==> src/rtl/serial_cfg_tx.sv <==
// serial_cfg_tx: parallel config word -> MSB-first o_sclk/o_sdin frame.
// Build option: define SERIAL_CFG_PARITY_EN to append an even-parity bit.
// Ports: i_clk, i_resetbAll (async, active low),
//   i_cfg_data/i_cfg_valid/o_cfg_ready (word handshake),
//   o_sclk/o_sdin (serial pair), o_busy, o_done (1-cycle pulse),
//   o_frame_count (completed frames, wraps).
module serial_cfg_tx #(
  parameter int FRAME_BITS = 5,
  parameter int CLK_HALF   = 2,
  parameter int CNT_W      = 8
) (
  input  logic                  i_clk,
  input  logic                  i_resetbAll,
  input  logic [FRAME_BITS-1:0] i_cfg_data,
  input  logic                  i_cfg_valid,
  output logic                  o_cfg_ready,
  output logic                  o_sclk,
  output logic                  o_sdin,
  output logic                  o_busy,
  output logic                  o_done,
  output logic [CNT_W-1:0]      o_frame_count
);

`ifdef SERIAL_CFG_PARITY_EN
  localparam int NBITS = FRAME_BITS + 1;
`else
  localparam int NBITS = FRAME_BITS;
`endif
  localparam int PH_W = $clog2(CLK_HALF + 1);
  localparam int BC_W = $clog2(NBITS + 1);
  localparam logic [PH_W-1:0] PH_LAST = PH_W'(CLK_HALF - 1);
  localparam logic [BC_W-1:0] BC_LAST = BC_W'(NBITS - 1);

  typedef enum logic [1:0] {
    IDLE, SHIFT_LO, SHIFT_HI, DONE
  } state_t;

  state_t r_state, w_state_nx;

  logic [NBITS-1:0] r_shift, w_shift_nx;
  logic [BC_W-1:0]  r_bitcnt, w_bitcnt_nx;
  logic [PH_W-1:0]  r_phase, w_phase_nx;
  logic             r_ready, w_ready_nx;
  logic             r_sclk, w_sclk_nx;
  logic             r_sdin, w_sdin_nx;
  logic             r_busy, w_busy_nx;
  logic             r_done, w_done_nx;
  logic [CNT_W-1:0] r_cnt, w_cnt_nx;

  logic [NBITS-1:0] w_load;
  logic             w_ph_end;
  logic             w_last;

  // Parity (if enabled) rides along as the final shifted bit.
`ifdef SERIAL_CFG_PARITY_EN
  assign w_load = {i_cfg_data, ^i_cfg_data};
`else
  assign w_load = i_cfg_data;
`endif

  assign w_ph_end = (r_phase == PH_LAST);
  assign w_last   = (r_bitcnt == BC_LAST);

  always_ff @(posedge i_clk or negedge i_resetbAll) begin
    if (!i_resetbAll) begin
      r_state  <= IDLE;
      r_shift  <= '0;
      r_bitcnt <= '0;
      r_phase  <= '0;
      r_ready  <= 1'b1;
      r_sclk   <= 1'b0;
      r_sdin   <= 1'b0;
      r_busy   <= 1'b0;
      r_done   <= 1'b0;
      r_cnt    <= '0;
    end else begin
      r_state  <= w_state_nx;
      r_shift  <= w_shift_nx;
      r_bitcnt <= w_bitcnt_nx;
      r_phase  <= w_phase_nx;
      r_ready  <= w_ready_nx;
      r_sclk   <= w_sclk_nx;
      r_sdin   <= w_sdin_nx;
      r_busy   <= w_busy_nx;
      r_done   <= w_done_nx;
      r_cnt    <= w_cnt_nx;
    end
  end

  always_comb begin
    w_state_nx = r_state;
    unique case (r_state)
      IDLE:     if (i_cfg_valid) w_state_nx = SHIFT_LO;
      SHIFT_LO: if (w_ph_end) w_state_nx = SHIFT_HI;
      SHIFT_HI: if (w_ph_end) w_state_nx = w_last ? DONE : SHIFT_LO;
      DONE:     w_state_nx = IDLE;
      default:  w_state_nx = IDLE;
    endcase
  end

  always_comb begin
    w_shift_nx  = r_shift;
    w_bitcnt_nx = r_bitcnt;
    w_phase_nx  = r_phase;
    w_ready_nx  = r_ready;
    w_sclk_nx   = r_sclk;
    w_sdin_nx   = r_sdin;
    w_busy_nx   = r_busy;
    w_done_nx   = 1'b0;
    w_cnt_nx    = r_cnt;
    unique case (r_state)
      IDLE: begin
        if (i_cfg_valid) begin
          w_shift_nx  = w_load;
          w_sdin_nx   = w_load[NBITS-1];
          w_ready_nx  = 1'b0;
          w_busy_nx   = 1'b1;
          w_bitcnt_nx = '0;
          w_phase_nx  = '0;
        end
      end
      SHIFT_LO: begin
        if (w_ph_end) begin
          w_sclk_nx  = 1'b1;
          w_phase_nx = '0;
        end else begin
          w_phase_nx = r_phase + PH_W'(1);
        end
      end
      SHIFT_HI: begin
        if (w_ph_end) begin
          // Data only moves on the falling sclk edge.
          w_sclk_nx  = 1'b0;
          w_phase_nx = '0;
          if (!w_last) begin
            w_shift_nx  = r_shift << 1;
            w_sdin_nx   = r_shift[NBITS-2];
            w_bitcnt_nx = r_bitcnt + BC_W'(1);
          end else begin
            w_sdin_nx = 1'b0;
            w_done_nx = 1'b1;
            w_cnt_nx  = r_cnt + CNT_W'(1);
          end
        end else begin
          w_phase_nx = r_phase + PH_W'(1);
        end
      end
      DONE: begin
        w_busy_nx  = 1'b0;
        w_ready_nx = 1'b1;
      end
      default: begin
        w_ready_nx = 1'b1;
        w_busy_nx  = 1'b0;
      end
    endcase
  end

  assign o_cfg_ready   = r_ready;
  assign o_sclk        = r_sclk;
  assign o_sdin        = r_sdin;
  assign o_busy        = r_busy;
  assign o_done        = r_done;
  assign o_frame_count = r_cnt;

endmodule

==> config.mk <==
export PLATFORM = sky130hd
export DESIGN_NAME = serial_cfg_tx
export DESIGN_NICKNAME = d
export VERILOG_FILES = /design/src/rtl/serial_cfg_tx.sv
export SDC_FILE = /design/constraint.sdc
export NUM_CORES = 1
export LEC_CHECK = 0
export CAP_MARGIN = 10
export CORE_UTILIZATION = 53
export DETAILED_ROUTE_END_ITERATION = 16
export GPL_TIMING_DRIVEN = 1
export PLACE_DENSITY = 0.81
export SLEW_MARGIN = 20
export SYNTH_ARGS = -nofsm -noshare
export SYNTH_HDL_FRONTEND = slang
export SYNTH_SLANG_ARGS = --single-unit
==> constraint.sdc <==
create_clock -name i_clk -period 2.3 [get_ports i_clk]
set_input_delay 0.345 -clock i_clk [delete_from_list [all_inputs] [get_ports i_clk]]
set_output_delay 0.345 -clock i_clk [all_outputs]
set_load 0.02 [all_outputs]
Word-level counts from Yosys, hierarchy flattened
Cells that the tools add are included.

cells by class
  add/sub/neg operators = 3
  eq/ne operators = 9
  mux-type cells = 30
  reductions and logical operators = 13

operators by type and width
  operator             count
  $mux 2               6
  $mux 4               3
  $reduce_and 3->1     4
  $mux 1               10
  $mux 3               3
  $add 8x1->8 const B  1
  $ne 2x2->1 const B   4
  $pmux 1 s2           4
  $pmux 2 s4           1
  $pmux 4 s2           1
  $reduce_bool 2->1    4
  $pmux 3 s2           1
  $eq 2x1->1 const B   2
  $eq 2x2->1 const B   2
  $pmux 2 s2           1
  $reduce_and 2->1     2
  $reduce_and 4->1     1
  $add 3x1->3 const B  1
  $eq 3x3->1 const B   1
  $add 2x1->2 const B  1
  $logic_not 2->1      1
  $reduce_or 2->1      1

storage, ports and cells
  register bits after elaboration = 24
  bits of input ports = 8
  output and inout port bits = 13
  logic and storage cells = 65

Logic depth before layout (Yosys ltp)
Gate-level depths: netlist of the first run.

  word-level depth = 4
  depth in mapped cells = 7
  depth with buffers taken out = 5

Worst setup path before layout of the first run
Ideal clock, no wire load.

  path kind = reg-to-reg
  start point = reg r_state[0]
  end point = reg r_sdin (netlist: o_sdin)
  setup time = 0.128 ns
  arrival time = 1.539 ns
  required time = 2.172 ns
  slack = 0.634 ns
  cell stages (with the launch flop) = 8
  buffers on the path = 2
  clock period less this slack = 1.666 ns
  cell sequence = dfrtp_1 -> inv_1 -> ha_1 -> buf_4 -> mux2i_2 -> buf_6 -> a21oi_2 -> mux2_1

on the way
  cells in the longest elaborated chain, start to end = 3

RTL lines
  what                                                              line  RTL
  from (decl)                                                       38    state_t r_state, w_state_nx;
  from (signal assigned)                                            77    r_state <= w_state_nx;
  $eq 2x2->1 or $logic_not 2->1 (tied branches)                     111   unique case (r_state)
  $ne 2x2->1 (no source line) or $reduce_bool 2->1 (tied branches)  --
  $reduce_and 3->1 (no source line)                                 --
  to (signal assigned)                                              83    r_sdin <= w_sdin_nx;
  to (decl)                                                         45    logic r_sdin, w_sdin_nx;

Parallel ways exist; a longest one is shown, timed or not.
A chain may end at the register's enable or synchronous reset.

Worst setup path after layout of the first run
  start point = reg r_state[0]
  end point = reg r_bitcnt[0]

on the way
  cells in the longest elaborated chain, start to end = 3

RTL lines
  what                                                              line  RTL
  $eq 2x2->1 or $logic_not 2->1 (tied branches)                     111
  $ne 2x2->1 (no source line) or $reduce_bool 2->1 (tied branches)  --
  $reduce_and 4->1 (no source line)                                 --
  to (signal assigned)                                              79    r_bitcnt <= w_bitcnt_nx;
  to (decl)                                                         41    logic [BC_W-1:0] r_bitcnt, w_bitcnt_nx;

Parallel ways exist; a longest one is shown, timed or not.

==> results of run 1 <==
[power by group]
part / switching, mW / internal, mW / total [mW] / leakage (nW)
registers: 0.0947 / 0.545 / 0.640 / 0.312
logic: 0.522 / 0.394 / 0.917 / 0.405
clock network: 0.128 / 0.0680 / 0.196 / 0.0150
[metal layers]
metal  global-route usage  wire length, um
met1               0.2626             1090
met2               0.3418             1345
met3              0.02874               71
met4               0.1096               43
met5                    0                0
[registers in the layout, indices dropped and copies added, names as in the netlist]
signal,count
o_busy,1
o_cfg_ready,1
o_done,1
o_frame_count,8
o_sclk,1
o_sdin,1
r_bitcnt,3
r_phase,2
r_shift,4
r_state,2
[layout by cell type (no fill, tap or decap), types with 2 or more instances in the layout]
master,instances
a2111oi_2,3
a211o_1,4
a211oi_1,2
a21oi_1,4
a2bb2oi_1,2
and2_1,2
and3_1,3
buf_4,3
clkbuf_4,3
clkdlybuf4s50_1,20
dfrtp_1,23
ha_1,8
inv_1,11
mux2_1,2
mux2_2,2
nand2_1,9
nand3_1,3
nand4_1,2
nor2_1,3
nor4_2,2
o21ai_0,5
o32ai_1,3
xnor2_1,6
xor2_1,2
[kinds of logic after synthesis]
| group | after synthesis |
|---|---|
| adders and majority gates | 8 |
| DFF | 24 |
| xor gates and xnor gates | 8 |
| AOI/OAI and AO/OA | 32 |
| and+or+nand+nor | 31 |
| muxes | 5 |
| buffers and inverters | 17 |
[area by class of cell]
class                      instances  share of cell area
multi-input combinational         84              0.4249
sequential                        24              0.3723
timing repair buffer              23              0.1378
inverter                          11             0.02554
tap                               30             0.02322
clock buffer                       4             0.01625
[critical path, cell delays in order (launching register included)]
cell	delay (ns)
dfrtp_1	0.42
inv_1	0.11
ha_1	0.31
mux2i_2	0.18
buf_4	0.19
a211o_1	0.30
mux2_2	0.26
[metrics by stage]
step / instances / setup WS [ns]
floorplan: 125 / 0.6336
global placement: 172 / 0.4372
detailed placement: 172 / 0.4259
CTS: 176 / 0.4297
global route: 176 / 0.3208
finish: 176 / 0.4267
[worst max path at each step]
stage,startpoint,slack [ns],endpoint,cells past startpoint
final,r_state[0],0.43,r_bitcnt[0],6
after global routing,r_state[0],0.32,r_bitcnt[0],6
after CTS,r_state[0],0.43,r_bitcnt[0],6
after detailed placement,i_cfg_valid,0.43,r_bitcnt[0],5
after global placement,i_cfg_valid,0.44,r_bitcnt[0],5
after floorplan,r_state[0],0.63,o_sdin,7
==> impl_metrics.env, run 1 <==
export IMPL_fillers=212
export IMPL_synth_xor_area_frac=0.05082
export IMPL_path_class="flop to flop"
export IMPL_cts_resized=0
export IMPL_grt_pass1_vias=955
export IMPL_critical_path_required_ns=2.52
export IMPL_period_minus_slack_ns=1.873
export IMPL_synthCells=125
export IMPL_syn_area_mm2=0.001379
export IMPL_multi_input_area_um2=686.9
export IMPL_cts_tree="built"
export IMPL_setup_viol=0
export IMPL_status="finished, final reports clean"
export IMPL_ant_nets=0
export IMPL_ff_latch_area_um2=601.8
export IMPL_die_area_mm2=0.002810
export IMPL_fin_skew_ns=0.001241
export IMPL_cts_buffers=3
export IMPL_path_clk_slew_ns=0.13
export IMPL_r2r_start="r_state[0]"
export IMPL_hpwlAfterDp_mm=1.905
export IMPL_drv_cap=0
export IMPL_placed_area_mm2=0.001590
export IMPL_wl_mm=2.551
export IMPL_r2r_slack_ns=0.43
export IMPL_synth_most_common_cell="dfrtp_1"
export IMPL_via_count=1040
export IMPL_portBuffers=20
export IMPL_dr_first_iter_drc_count=13
export IMPL_finalSetupTns_ns=0
export IMPL_synth_nets=141
export IMPL_synth_top_family_by_area="compound AO/OA/AOI/OAI gates"
export IMPL_grt_max_degree=25
export IMPL_synth_edf_count=0
export IMPL_post_route_util=0.6525
export IMPL_htree_levels=1
export IMPL_die_w_um=53.01
export IMPL_synth_common_cells="23 x dfrtp_1, 11 x inv_1, 9 x nand2_1"
export IMPL_peakVddDrop_v=0.0007528
export IMPL_rsz0062_at_grt="no"
export IMPL_rows=18
export IMPL_initial_core_util=0.5566
export IMPL_postCtsSetupBuffers=0
export IMPL_r2r_end="r_bitcnt[0]"
export IMPL_avgSynthCellArea_um2=11.03
export IMPL_fin_hold_ws_ns=0.3600
export IMPL_maxSlewViolCount=0
export IMPL_grt_overflow=0
export IMPL_r2r_cells=6
export IMPL_async_reset_ff_frac=1.000
export IMPL_synth_mux_area_frac=0.04265
export IMPL_final_area_mm2=0.001617
export IMPL_crit_arrival_ns=2.09
export IMPL_syn2layout_area_growth_pct=17.24
export IMPL_synth_seq_cells=24
export IMPL_clock_sinks=24
export IMPL_period_share=0.8145
export IMPL_dr_pass1_iters=4
export IMPL_clock_latency_ns=0.32
export IMPL_antenna_found_initial=0
export IMPL_worstSetupEndpointType="flop"
export IMPL_worstPathMaxFanout=11
export IMPL_antenna_cells=0
export IMPL_ys_seq_area_frac=0.4365
export IMPL_synth_distinct_cells=42
export IMPL_synthAdderAreaFrac=0.07260
export IMPL_tightest_slew_ns=0.3868
export IMPL_coreArea_mm2=0.002477
export IMPL_drive_above_1_share=0.1301
export IMPL_synthTopCellsByArea="dfrtp_1 42%, ha_1 7.3%, xnor2_1 3.8%"
export IMPL_drc=0
export IMPL_total_power_mw=1.752
export IMPL_cellLeakagePower_nw=0.7319
export IMPL_cts_buffer_depth=2
export IMPL_hold_viol_final=0
export IMPL_ys_warn_count=0
export IMPL_synth_compound_area_frac=0.1860
export IMPL_synth_ff_type="dfrtp_1"
export IMPL_fin_nets=163
export IMPL_yosys_area_top_type_share=0.4174
export IMPL_num_io_pins=21
export IMPL_relSlewSlack=0.7421
export IMPL_grt_usage=0.2081
export IMPL_vias_per_cell=5.909
export IMPL_synth_simple_area_share=0.1461
export IMPL_max_freq_ghz=0.5338
export IMPL_root_buffer="clkbuf_4"
export IMPL_synth_top_cell_by_area="dfrtp_1"
export IMPL_p_per_area_mw_per_mm2=1084
export IMPL_die_y_um=53.01
export IMPL_hold_buffers=0
export IMPL_wl_per_cell_um=14.49
export IMPL_startpoint_type="flop"
export IMPL_hold_path_class="input pin to async pin"
export IMPL_grt_first_pass_wirelength_mm=4.188
export IMPL_gp_congestion=0.8163
No activity file was read; power rests on OpenSTA's default activity.
==> inputs of run 2 (changes only) <==
CORE_UTILIZATION = 48   (was 53)
PLACE_DENSITY = 0.77   (was 0.81)
clock period = 1.65 ns   (was 2.3 ns; I/O delays follow)
==> run 2 against run 1 <==
Non-clock buffer count grew 17. Via count up 6.0%. Utilization rose by 1.6 points. Clock power grew 59%. Routed wire length grew 10%. Largest cell class unchanged. Critical path type unchanged.
==> impl_metrics.env, run 2 (synthesized netlist as in run 1, its figures left out) <==
export IMPL_status="finished, final reports clean"
export IMPL_wl_mm=2.815
export IMPL_drv_cap=0
export IMPL_initial_core_util=0.5043
export IMPL_worstSetupEndpointType="flop"
export IMPL_hold_path_class="input pin to async pin"
export IMPL_placed_area_mm2=0.001697
export IMPL_ant_nets=0
export IMPL_clock_latency_ns=0.31
export IMPL_grt_pass1_vias=1098
export IMPL_p_per_area_mw_per_mm2=1612
export IMPL_antenna_found_initial=0
export IMPL_grt_max_degree=25
export IMPL_drc=0
export IMPL_dr_first_iter_drc_count=28
export IMPL_syn2layout_area_growth_pct=32.58
export IMPL_period_share=0.9916
export IMPL_grt_first_pass_wirelength_mm=4.885
export IMPL_root_buffer="clkbuf_4"
export IMPL_wl_per_cell_um=14.51
export IMPL_cpMaxStageDelayCell="dfrtp_1"
export IMPL_relSlewSlack=0.7595
export IMPL_die_area_mm2=0.003091
export IMPL_period_minus_slack_ns=1.636
export IMPL_tightest_slew_ns=0.3607
export IMPL_gp_congestion=0.7827
export IMPL_rows=19
export IMPL_fillers=212
export IMPL_most_common_layout_cells="23 x dfrtp_1, 17 x buf_4, 13 x clkdlybuf4s50_1"
export IMPL_hold_viol_final=0
export IMPL_cts_buffer_depth=2
export IMPL_largest_reg_flops=8
export IMPL_path_buf_inv=3
export IMPL_coreArea_mm2=0.002734
export IMPL_max_freq_ghz=0.6112
export IMPL_setup_viol=0
export IMPL_multi_input_area_um2=745.7
export IMPL_startpoint_type="flop"
export IMPL_htree_levels=1
export IMPL_path_depth=7
export IMPL_maxSlewViolCount=0
export IMPL_critical_path_required_ns=1.86
export IMPL_rsz0062_at_grt="yes"
export IMPL_r2r_slack_ns=0.01
export IMPL_cts_buffers=3
export IMPL_grt_overflow=0
export IMPL_fin_hold_ws_ns=0.2720
export IMPL_r2r_cells=7
export IMPL_clock_sinks=24
export IMPL_final_area_mm2=0.001828
export IMPL_fin_nets=180
export IMPL_crit_arrival_ns=1.85
export IMPL_cp_common_cell="buf_6"
export IMPL_peakVddDrop_v=0.0009189
export IMPL_cellLeakagePower_nw=0.9018
export IMPL_path_cells="inv_2, ha_4, mux2i_4, buf_6, buf_6, o32ai_2, a211o_1"
export IMPL_cts_tree="built"
export IMPL_path_class="flop to flop"
export IMPL_r2r_end="r_shift[2]"
export IMPL_num_io_pins=21
export IMPL_ff_latch_area_um2=601.8
export IMPL_final_common_cell="dfrtp_1"
export IMPL_grt_usage=0.1992
export IMPL_dr_pass1_iters=4
export IMPL_antenna_cells=0
export IMPL_die_w_um=55.60
export IMPL_worstPathMaxFanout=5
export IMPL_fin_skew_ns=0.003867
export IMPL_max_stage_delay_ns=0.42
export IMPL_post_route_util=0.6687
export IMPL_vias_per_cell=5.680
export IMPL_via_count=1102
export IMPL_r2r_start="r_state[0]"
export IMPL_path_clk_slew_ns=0.13
export IMPL_finalSetupTns_ns=0
export IMPL_drive_above_1_share=0.2638
export IMPL_critPathTopFamily="flip-flops"
export IMPL_hpwlAfterDp_mm=2.046
export IMPL_die_y_um=55.60
export IMPL_portBuffers=20
export IMPL_total_power_mw=2.947
[run 2: cell types whose count changed in the layout (fill, tap and decap cells not counted), moves of 2 or more]
cell             delta
clkdlybuf4s50_1     -7
inv_1               -2
buf_6               +3
ha_4                +2
inv_2               +2
dlymetal6s2s_1      +3
dlygate4sd2_1       +4
buf_4              +14
ha_1                -2
[run 2: worst max path at each step]
| stage | start | end | slack (ns) |
|---|---|---|---|
| 3_3_place_gp | i_cfg_valid | r_shift[2] | 0.03 |
| 3_5_place_dp | r_state[0] | r_shift[2] | -0.02 |
| 6_report | r_state[0] | r_shift[2] | 0.01 |
| 2_1_floorplan | r_state[0] | r_shift[1] | 0.02 |
| 5_1_grt | r_state[0] | r_shift[2] | -0.04 |
| 4_1_cts | o_frame_count[4] | o_frame_count[4] | 0.002 |
[run 2: timing repair]
| action | 4_1_cts | 5_1_grt |
|---|---|---|
| hold buffers | 0 | 0 |
| buffers inserted | 0 | 4 |
| setup endpoints to repair | 8 | 12 |
| gates resized for setup | 9 | 10 |
| pin swaps | 0 | 2 |
[run 2: layer usage]
metal,wire [um],global-route usage,vias up
met5,0,0,-
met4,36,0.06429,0
met3,88,0.02558,4
met2,1434,0.3528,29
met1,1255,0.2515,537
li1,-,-,532
[run 2: through the flow]
| stage | instances | worst slack, ns |
|---|---|---|
| final | 194 | 0.01389 |
| after global routing | 194 | -0.03836 |
| after CTS | 190 | 0.001955 |
| after detailed placement | 186 | -0.01636 |
| after global placement | 186 | 0.03025 |
| after floorplan | 125 | 0.01586 |
[run 2: power by group]
part           total [mW]  leakage, nW  internal [mW]  switching [mW]
sequential          0.884        0.312          0.760           0.124
combinational        1.75        0.569          0.874           0.879
clock               0.311       0.0210          0.135           0.176
[run 2: area by class of cell]
type,instances,share of cell area
sequential,24,0.3292
inverter,11,0.02259
tap,31,0.02122
multi-input combinational,84,0.4079
clock buffer,4,0.01985
timing repair buffer,40,0.1992
